[src/rtl/mem_resp_stage.sv]
// mem_resp_stage: MEM pipeline stage for a variable-latency data SRAM
// (req/addr_ok/data_ok). Holds each instruction until its response returns,
// buffers a response that arrives while WB stalls, discards responses that
// belong to flushed instructions, and performs load select/extension.
// Optional feature macro: MS_LWLR_EN (unaligned LWL/LWR support, little-endian).
// When MS_LWLR_EN is undefined, ops 101/110 behave as LW.
module mem_resp_stage #(
  parameter int PC_W     = 32,
  parameter int DEST_W   = 5,
  parameter int CANCEL_W = 2
) (
  input  logic              clk,
  input  logic              reset,
  input  logic              flush,
  input  logic              ws_allowin,
  output logic              ms_allowin,
  input  logic              es_to_ms_valid,
  input  logic              es_mem_req,
  input  logic              es_res_from_mem,
  input  logic [2:0]        es_ld_op,
  input  logic              es_gr_we,
  input  logic [DEST_W-1:0] es_dest,
  input  logic [31:0]       es_alu_result,
  input  logic [PC_W-1:0]   es_pc,
  input  logic              data_ok,
  input  logic [31:0]       rdata,
  output logic              ms_to_ws_valid,
  output logic [3:0]        ms_gr_we,
  output logic [DEST_W-1:0] ms_dest,
  output logic [31:0]       ms_result,
  output logic [PC_W-1:0]   ms_pc,
  output logic              ms_fwd_valid,
  output logic              ms_fwd_ready
);

  localparam logic [2:0] OP_LW  = 3'b000;
  localparam logic [2:0] OP_LB  = 3'b001;
  localparam logic [2:0] OP_LBU = 3'b010;
  localparam logic [2:0] OP_LH  = 3'b011;
  localparam logic [2:0] OP_LHU = 3'b100;
`ifdef MS_LWLR_EN
  localparam logic [2:0] OP_LWL = 3'b101;
  localparam logic [2:0] OP_LWR = 3'b110;
`endif

  localparam logic [CANCEL_W:0] CNT_ONE = {{CANCEL_W{1'b0}}, 1'b1};

  // Stage state
  logic                ms_valid_reg;
  logic                buf_valid_reg;
  logic [31:0]         buf_rdata_reg;
  logic [CANCEL_W-1:0] cancel_cnt_reg;

  // Instruction payload
  logic                ms_mem_req_reg;
  logic                ms_res_from_mem_reg;
  logic [2:0]          ms_ld_op_reg;
  logic                ms_gr_we_1_reg;
  logic [DEST_W-1:0]   ms_dest_reg;
  logic [31:0]         ms_alu_result_reg;
  logic [PC_W-1:0]     ms_pc_reg;

  // Handshake helpers
  logic                resp_owned;   // response belongs to the current MEM instr
  logic                resp_drop;    // response belongs to a flushed instr
  logic                ms_ready_go;
  logic                ms_latch;
  logic                ms_leave;
  logic                buf_capture;
  logic                cancel_inc_mem;
  logic                cancel_inc_ex;
  logic [CANCEL_W:0]   cancel_sum;   // one extra bit to expose overflow

  // Load formatting
  logic [31:0]         load_word;
  logic [1:0]          off;
  logic [7:0]          load_byte;
  logic [15:0]         load_half;
  logic [31:0]         load_data;
  logic [3:0]          we_mask;

  assign resp_drop      = data_ok && (cancel_cnt_reg != '0);
  assign resp_owned     = data_ok && (cancel_cnt_reg == '0);
  assign ms_ready_go    = !ms_mem_req_reg || buf_valid_reg || resp_owned;
  assign ms_allowin     = !ms_valid_reg || (ms_ready_go && ws_allowin);
  assign ms_to_ws_valid = ms_valid_reg && ms_ready_go && !flush;
  assign ms_leave       = ms_to_ws_valid && ws_allowin;
  assign ms_latch       = es_to_ms_valid && ms_allowin && !flush;

  // A response that arrives while WB is stalled must be held locally,
  // because the SRAM presents rdata for one cycle only.
  assign buf_capture = ms_valid_reg && ms_mem_req_reg && !buf_valid_reg &&
                       resp_owned && !ws_allowin;

  // On flush, every outstanding request whose response has not been seen
  // yet becomes a stale response that must be swallowed later.
  assign cancel_inc_mem = flush && ms_valid_reg && ms_mem_req_reg &&
                          !buf_valid_reg && !resp_owned;
  assign cancel_inc_ex  = flush && es_to_ms_valid && es_mem_req;

  // Valid bit: flush kills the stage; otherwise refill whenever allowed.
  always_ff @(posedge clk) begin
    if (reset) begin
      ms_valid_reg <= 1'b0;
    end else if (flush) begin
      ms_valid_reg <= 1'b0;
    end else if (ms_allowin) begin
      ms_valid_reg <= es_to_ms_valid;
    end
  end

  // Payload registers take the EX instruction when it is accepted.
  always_ff @(posedge clk) begin
    if (reset) begin
      ms_mem_req_reg      <= 1'b0;
      ms_res_from_mem_reg <= 1'b0;
      ms_ld_op_reg        <= 3'b000;
      ms_gr_we_1_reg      <= 1'b0;
      ms_dest_reg         <= '0;
      ms_alu_result_reg   <= 32'h0;
      ms_pc_reg           <= '0;
    end else if (ms_latch) begin
      ms_mem_req_reg      <= es_mem_req;
      ms_res_from_mem_reg <= es_res_from_mem;
      ms_ld_op_reg        <= es_ld_op;
      ms_gr_we_1_reg      <= es_gr_we;
      ms_dest_reg         <= es_dest;
      ms_alu_result_reg   <= es_alu_result;
      ms_pc_reg           <= es_pc;
    end
  end

  // Response buffer: filled on a stalled owned response, emptied on hand-off or flush.
  always_ff @(posedge clk) begin
    if (reset) begin
      buf_valid_reg <= 1'b0;
      buf_rdata_reg <= 32'h0;
    end else if (flush || ms_leave) begin
      buf_valid_reg <= 1'b0;
    end else if (buf_capture) begin
      buf_valid_reg <= 1'b1;
      buf_rdata_reg <= rdata;
    end
  end

  // Stale-response counter next value: increments and a decrement net out.
  always_comb begin
    cancel_sum = {1'b0, cancel_cnt_reg};
    if (cancel_inc_mem) cancel_sum = cancel_sum + CNT_ONE;
    if (cancel_inc_ex)  cancel_sum = cancel_sum + CNT_ONE;
    if (resp_drop)      cancel_sum = cancel_sum - CNT_ONE;
  end

  // Stale-response counter register.
  always_ff @(posedge clk) begin
    if (reset) begin
      cancel_cnt_reg <= '0;
    end else begin
      cancel_cnt_reg <= cancel_sum[CANCEL_W-1:0];
    end
  end

  // More pending cancels than the counter can hold would lose track of stale data.
  cancel_no_overflow: assert property (@(posedge clk) disable iff (reset)
                                       !cancel_sum[CANCEL_W]);

  // Load select/extension and per-byte write mask.
  always_comb begin
    load_word = buf_valid_reg ? buf_rdata_reg : rdata;
    off       = ms_alu_result_reg[1:0];
    case (off)
      2'd0:    load_byte = load_word[7:0];
      2'd1:    load_byte = load_word[15:8];
      2'd2:    load_byte = load_word[23:16];
      default: load_byte = load_word[31:24];
    endcase
    load_half = off[1] ? load_word[31:16] : load_word[15:0];
    load_data = load_word;
    we_mask   = 4'b1111;
    case (ms_ld_op_reg)
      OP_LW:  load_data = load_word;
      OP_LB:  load_data = {{24{load_byte[7]}}, load_byte};
      OP_LBU: load_data = {24'h0, load_byte};
      OP_LH:  load_data = {{16{load_half[15]}}, load_half};
      OP_LHU: load_data = {16'h0, load_half};
`ifdef MS_LWLR_EN
      OP_LWL: begin
        case (off)
          2'd0: begin load_data = {load_word[7:0], 24'h0};  we_mask = 4'b1000; end
          2'd1: begin load_data = {load_word[15:0], 16'h0}; we_mask = 4'b1100; end
          2'd2: begin load_data = {load_word[23:0], 8'h0};  we_mask = 4'b1110; end
          default: begin load_data = load_word;             we_mask = 4'b1111; end
        endcase
      end
      OP_LWR: begin
        case (off)
          2'd0: begin load_data = load_word;                 we_mask = 4'b1111; end
          2'd1: begin load_data = {8'h0, load_word[31:8]};   we_mask = 4'b0111; end
          2'd2: begin load_data = {16'h0, load_word[31:16]}; we_mask = 4'b0011; end
          default: begin load_data = {24'h0, load_word[31:24]}; we_mask = 4'b0001; end
        endcase
      end
`endif
      default: load_data = load_word;
    endcase
  end

  assign ms_result    = ms_res_from_mem_reg ? load_data : ms_alu_result_reg;
  assign ms_gr_we     = ms_gr_we_1_reg ? we_mask : 4'b0000;
  assign ms_dest      = ms_dest_reg;
  assign ms_pc        = ms_pc_reg;
  assign ms_fwd_valid = ms_valid_reg && (|ms_gr_we);
  // Gated by valid so an empty stage never advertises a forwardable result.
  assign ms_fwd_ready = ms_valid_reg && ms_ready_go;

endmodule

[config.mk]
export PLATFORM = sky130hd
export DESIGN_NAME = mem_resp_stage
export DESIGN_NICKNAME = d
export VERILOG_FILES = /design/src/rtl/mem_resp_stage.sv
export SDC_FILE = /design/constraint.sdc
export NUM_CORES = 1
export LEC_CHECK = 0
export CAP_MARGIN = 0
export CORE_AREA = 2 2 129 106
export CTS_BUF_LIST = sky130_fd_sc_hd__clkbuf_16
export DETAILED_ROUTE_END_ITERATION = 7
export DIE_AREA = 0 0 131 108
export DONT_BUFFER_PORTS = 1
export GPL_TIMING_DRIVEN = 0
export MAX_ROUTING_LAYER = met4
export SETUP_SLACK_MARGIN = 0.3
export SLEW_MARGIN = 20
export SYNTH_ARGS = -nofsm -noshare
export SYNTH_HDL_FRONTEND = slang
export SYNTH_SLANG_ARGS = --single-unit
[constraint.sdc]
create_clock -name clk -period 5.4 [get_ports clk]
set_clock_uncertainty 0.15 [all_clocks]
set_input_delay 1.35 -clock clk [delete_from_list [all_inputs] [get_ports clk]]
set_output_delay 1.35 -clock clk [all_outputs]
set_load 0.02 [all_outputs]
# After elaboration in Yosys (flattened, before gate mapping)
# Index checks and enable logic that the tools add are counted.
# totals
reg_bits	111
latch_bits	0
ramBits	0
rom_bits	0
input_bits	113
out_inout_bits	77
elab_cells	66
n_memories	0
# op_classes
add_sub_neg	3
mul	0
n_div	0
magnitude_cmp	0
eq_ne	6
n_shift	0
mux	9
n_bitwise	1
reduce_logical	36
# ops
operator	n
one-hot mux 32 bit (4 select lines)	1
two-way mux 32 bit	2
one-hot mux 8 bit (3 select lines)	1
logical AND 1 bit	19
two-way mux 16 bit	1
== test 3 x 2 -> 1 bit (second input constant)	2
logical NOT 1 bit	6
two-way mux 2 bit	3
adder 2 x 1 -> 2 bit (second input constant)	2
logical NOT 2 bit	2
logical OR 1 bit	4
two-way mux 4 bit	1
OR reduction 2 bit	2
OR reduction 4 bit	1
== test 3 x 1 -> 1 bit (second input constant)	1
== test 3 bit (second input constant)	1
== test 2 x 1 -> 1 bit (second input constant)	1
== test 2 bit (second input constant)	1
AND reduction 2 bit	1
nonzero test 2 bit	1
subtractor 2 x 1 -> 2 bit (second input constant)	1
NOT 1 bit	1

# Depth between registers and ports, before layout
# logic_depth
depth_word	9
mapped_depth	8
depth_no_buf	6

# Worst setup path before layout
# Ideal clock, no wire load.
# synth_timing
path_type	input to output
startpoint	in rdata[31]
endpoint	out ms_result[20]
arrival_ns	2.518
t_required_ns	3.900
setup_slack_ns	1.382
stages	5
n_path_buf	1
cell_sequence	mux4_2 > nor2b_1 > a31oi_4 > buf_6 > a31oi_1
# synth_via
elab_chain_cells	4
elab_cells_between_ends	5
cone_classes	mux: 5
# synth_rtl
item	line	source
start: declaration	26	input logic [31:0] rdata,
two-way mux 32 bit *	169	load_word = buf_valid_reg ? buf_rdata_reg : rdata;
one-hot mux 8 bit (3 select lines) or two-way mux 16 bit (tied branches)	171, 177	
one-hot mux 32 bit (4 select lines) *	180	case (ms_ld_op_reg)
two-way mux 32 bit *	208	assign ms_result = ms_res_from_mem_reg ? load_data : ms_alu_result_reg;
end: declaration	30	output logic [31:0] ms_result,
# Mark *: on every way between the ends. The rest lies on a longest branch, timed or not.

# Worst setup path after layout
# layout_timing
startpoint	in rdata[31]
endpoint	out ms_result[28]
# Same word-level chain as after synthesis.

==> reports/metrics.json <==
{
  "cts": {
    "postCtsSetupRepairBufs": 0,
    "h-tree-depth": 3,
    "cts_sinks": 111,
    "cts_root_buf": "clkbuf_16",
    "tritoncts": "yes",
    "cts.clk_slew.worst_paths_ns": 0.07,
    "cts_buffers": 9,
    "cts_max_path_buffers": 2,
    "ctsHoldBuffers": 0,
    "clock_insertion_delay_worst_skew_ns": 0.36,
    "postCtsResizedCells": 0
  },
  "synthesis": {
    "synth_area_leader_cell": "dfxtp_1",
    "postSynth.asyncResetShare_pct": 0,
    "synth_compound_gate_area_share_pct": 10.1,
    "postSynthRegisterBits": 111,
    "synth_cells": 719,
    "number_of_enable_flip_flop_cells_after_synthesis": 0,
    "synth_area_per_cell_um2": 8.77,
    "post_synth_fa_ha_maj_area_fraction_pct": 0.198,
    "multiplexer_share_of_the_synthesized_area_pct": 20.9,
    "post_synth_main_area_contributors": "dfxtp_1 35%, nand2b_1 15%, mux2i_1 14%",
    "synth_top_flop_cell": "dfxtp_1",
    "synth_cell_types": 57,
    "yosys.area_share.xor_xnor_pct": 0.913,
    "main_combinational_cell_family_by_area_after_synthesis": "simple AND/OR/NAND/NOR gates",
    "synth.net_count": 833,
    "synth_seq_area_share_pct": 35.2,
    "yosys.area_share.simple_pct": 27.3,
    "synth.cell_area_um2": 6310,
    "synth_largest_type_area_fraction_pct": 35.2,
    "number_of_synthesis_warnings": 0
  },
  "detailed_routing": {
    "detail_route.wl_per_cell_um": 20.6,
    "final_antenna_violating_net_count": 0,
    "post_drt_via_cell_ratio": 5.71,
    "routed-via-count": 5184,
    "wire_length_reported_by_the_detailed_router_mm": 18.7,
    "drt_pass1_iterations": 5,
    "initial_drt_markers": 324,
    "drc_errors_left": 0
  },
  "layout": {
    "layout.filler_cells": 1234,
    "final_cell_area_um2": 6770,
    "final_net_count": 844,
    "ff_latch_area_um2": 2220,
    "antenna_cells_inserted": 0,
    "layout_common_cells": "153 x nand2b_1, 111 x dfxtp_1, 93 x nand2_1",
    "most_common_cell_after_layout_fill_and_taps_aside": "nand2b_1",
    "finish.utilization_pct": 53.2,
    "area_delta_synth_final_pct": 7.40,
    "layout-drive-gt1-share_pct": 11.3,
    "final-instance-count-excl-fill": 908,
    "area_of_the_multi_input_gates_um2": 3750
  },
  "sta": {
    "setup_tns_ns": 0,
    "worst_slew_margin_rel_pct": 39.2,
    "finalSetupViolations": 0,
    "slew_at_the_pin_closest_to_its_max_slew_limit_ns": 0.909,
    "fin_crit_sh_pct": 77.9,
    "final_period_minus_worst_setup_slack_ns": 4.21,
    "max_freq_ghz": 0.238,
    "finalHoldViolations": 0,
    "grt_setup_unrepaired": "false",
    "report.final.slew_viol_count": 0
  },
  "critical_path": {
    "slowest_stage": "mux4_2",
    "endpoint_of_the_worst_slack_reg_to_reg_timing_path": "buf_rdata_reg[20]",
    "data_required_time_at_the_worst_endpoint_ns": 3.90,
    "critical-path-max-stage-delay_ns": 0.45,
    "critical_path_class": "in -> out",
    "worst_setup_path_end_kind": "output pin",
    "worstPathMaxFanout": 10,
    "critical_path.reg2reg.startpoint": "cancel_cnt_reg[0]",
    "timing.critical_path.from": "rdata[31]",
    "arrival_time_of_the_worst_setup_path_ns": 2.71,
    "reg2reg_slack_ns": 3.19,
    "crit_path_cell_trace": "mux4_2, nor2b_1, a31oi_4, buf_6, a31oi_1",
    "worst_setup_path_start_kind": "input pin",
    "critPathBufInv": 1,
    "worst_reg2reg_path_depth": 7,
    "worst_path_dominant_cell_family": "compound AO/OA/AOI/OAI gates"
  },
  "global_routing": {
    "globalRoute.totalOverflow": 0,
    "grt_pass1_wl_mm": 27.9,
    "largest_net_degree_at_the_start_of_global_routing": 16,
    "grt_usage_pct": 27.0,
    "number_of_global_route_vias_before_repair": 5100,
    "number_of_antenna_violations_at_the_first_check_in_global_routing": 0
  },
  "hold_path": {
    "holdCritPathClass": "reg -> reg",
    "hold_path_startpoint": "buf_rdata_reg[22]",
    "hold_path_depth": 2,
    "timing.hold.worst_endpoint": "buf_rdata_reg[22]"
  },
  "floorplan": {
    "std_cell_rows": 37,
    "fp.coreArea_um2": 12700,
    "die_width_um": 131,
    "design.die.area_um2": 14100,
    "io-pin-count": 190,
    "die_h_um": 108,
    "floorplan.initialDensity_pct": 49.5
  },
  "run": {
    "timing.max_cap.violations": 0
  },
  "placement": {
    "post-dp-hpwl_mm": 14.5,
    "place_area_um2": 6530,
    "dp_cells": 894,
    "gpl.final_weighted_congestion": 0.908,
    "place.port_buffers": 0
  },
  "pwr": {
    "finalPower_mw": 1.81,
    "vdd_drop_max_v": 0.000196,
    "power.density_nw_per_um2": 267,
    "static-leakage-power_nw": 2.37
  },
  "outcome": {
    "result_of_the_run": "completed"
  }
}
[power by group]
group / leakage, nW / switching (mW) / internal [mW]
combinational: 1.33 / 0.187 / 0.128
sequential: 0.904 / 0.0449 / 0.854
clock: 0.132 / 0.296 / 0.301
total: 2.37 / 0.528 / 1.28
[how the worst max path moves through the flow]
stage,end,slack (ns),cells after the start
after floorplan,ms_result[20],1.38,5
after global placement,ms_result[28],1.21,5
after detailed placement,ms_result[28],1.21,5
after CTS,ms_result[28],1.21,5
after global routing,ms_result[28],1.10,5
final,ms_result[28],1.19,5
[area by class of cell]
| type | instances | area share [%] |
|---|---|---|
| plain buffers | 60 | 4.56 |
| clock buffers | 9 | 3.32 |
| clock inverters | 5 | 0.332 |
| inverters | 6 | 0.332 |
| multi-input cells | 542 | 55.4 |
| flip-flops and latches | 111 | 32.8 |
| well taps | 175 | 3.23 |
[metal layers]
layer  vias to the layer above  wire length [um]  track usage, %
met4                         0               331            8.05
li1                       2486                 -               -
met5                         -                 0               -
met1                      2461              7950            33.4
met2                       216              8640            42.2
met3                        21              1780            8.86
[cell usage after synthesis (all sizes together), types with 2 or more instances]
| master | n |
|---|---|
| nor2b | 7 |
| a22oi | 9 |
| nor3 | 4 |
| xor2 | 2 |
| o211ai | 7 |
| nand4 | 11 |
| buf | 34 |
| clkbuf | 26 |
| nand2 | 93 |
| and2 | 2 |
| o21ai | 2 |
| a31oi | 20 |
| a21oi | 41 |
| nand3 | 11 |
| mux2 | 24 |
| nand2b | 153 |
| nor2 | 27 |
| dfxtp | 111 |
| o2111ai | 2 |
| mux2i | 87 |
| o21a | 2 |
| inv | 5 |
| a32oi | 3 |
| mux4 | 8 |
| and3 | 3 |
| xnor2 | 2 |
[worst min-delay path, cell delays in order, from the launching register on]
cell and delay [ns]:
dfxtp_1 0.31, nand2_1 0.05, a21oi_1 0.05
[logic make-up (layout without fill, tap and decap cells)]
group / after synthesis / after routing
AOI/OAI and AO/OA: 96 / 96
muxes: 119 / 119
and+or+nand+nor: 321 / 321
buffers and inverters: 66 / 80
xor gates and xnor gates: 5 / 5
DFF: 111 / 111
adders and majority gates: 1 / 1
[stage by stage]
| step | worst slack, ns | hold WS [ns] |
|---|---|---|
| after floorplan | 1.38 | 0.283 |
| after global placement | 1.21 | 0.288 |
| after detailed placement | 1.21 | 0.295 |
| after CTS | 1.21 | 0.304 |
| after global routing | 1.10 | 0.326 |
| final | 1.19 | 0.304 |
No activity file was read; power rests on OpenSTA's default activity.
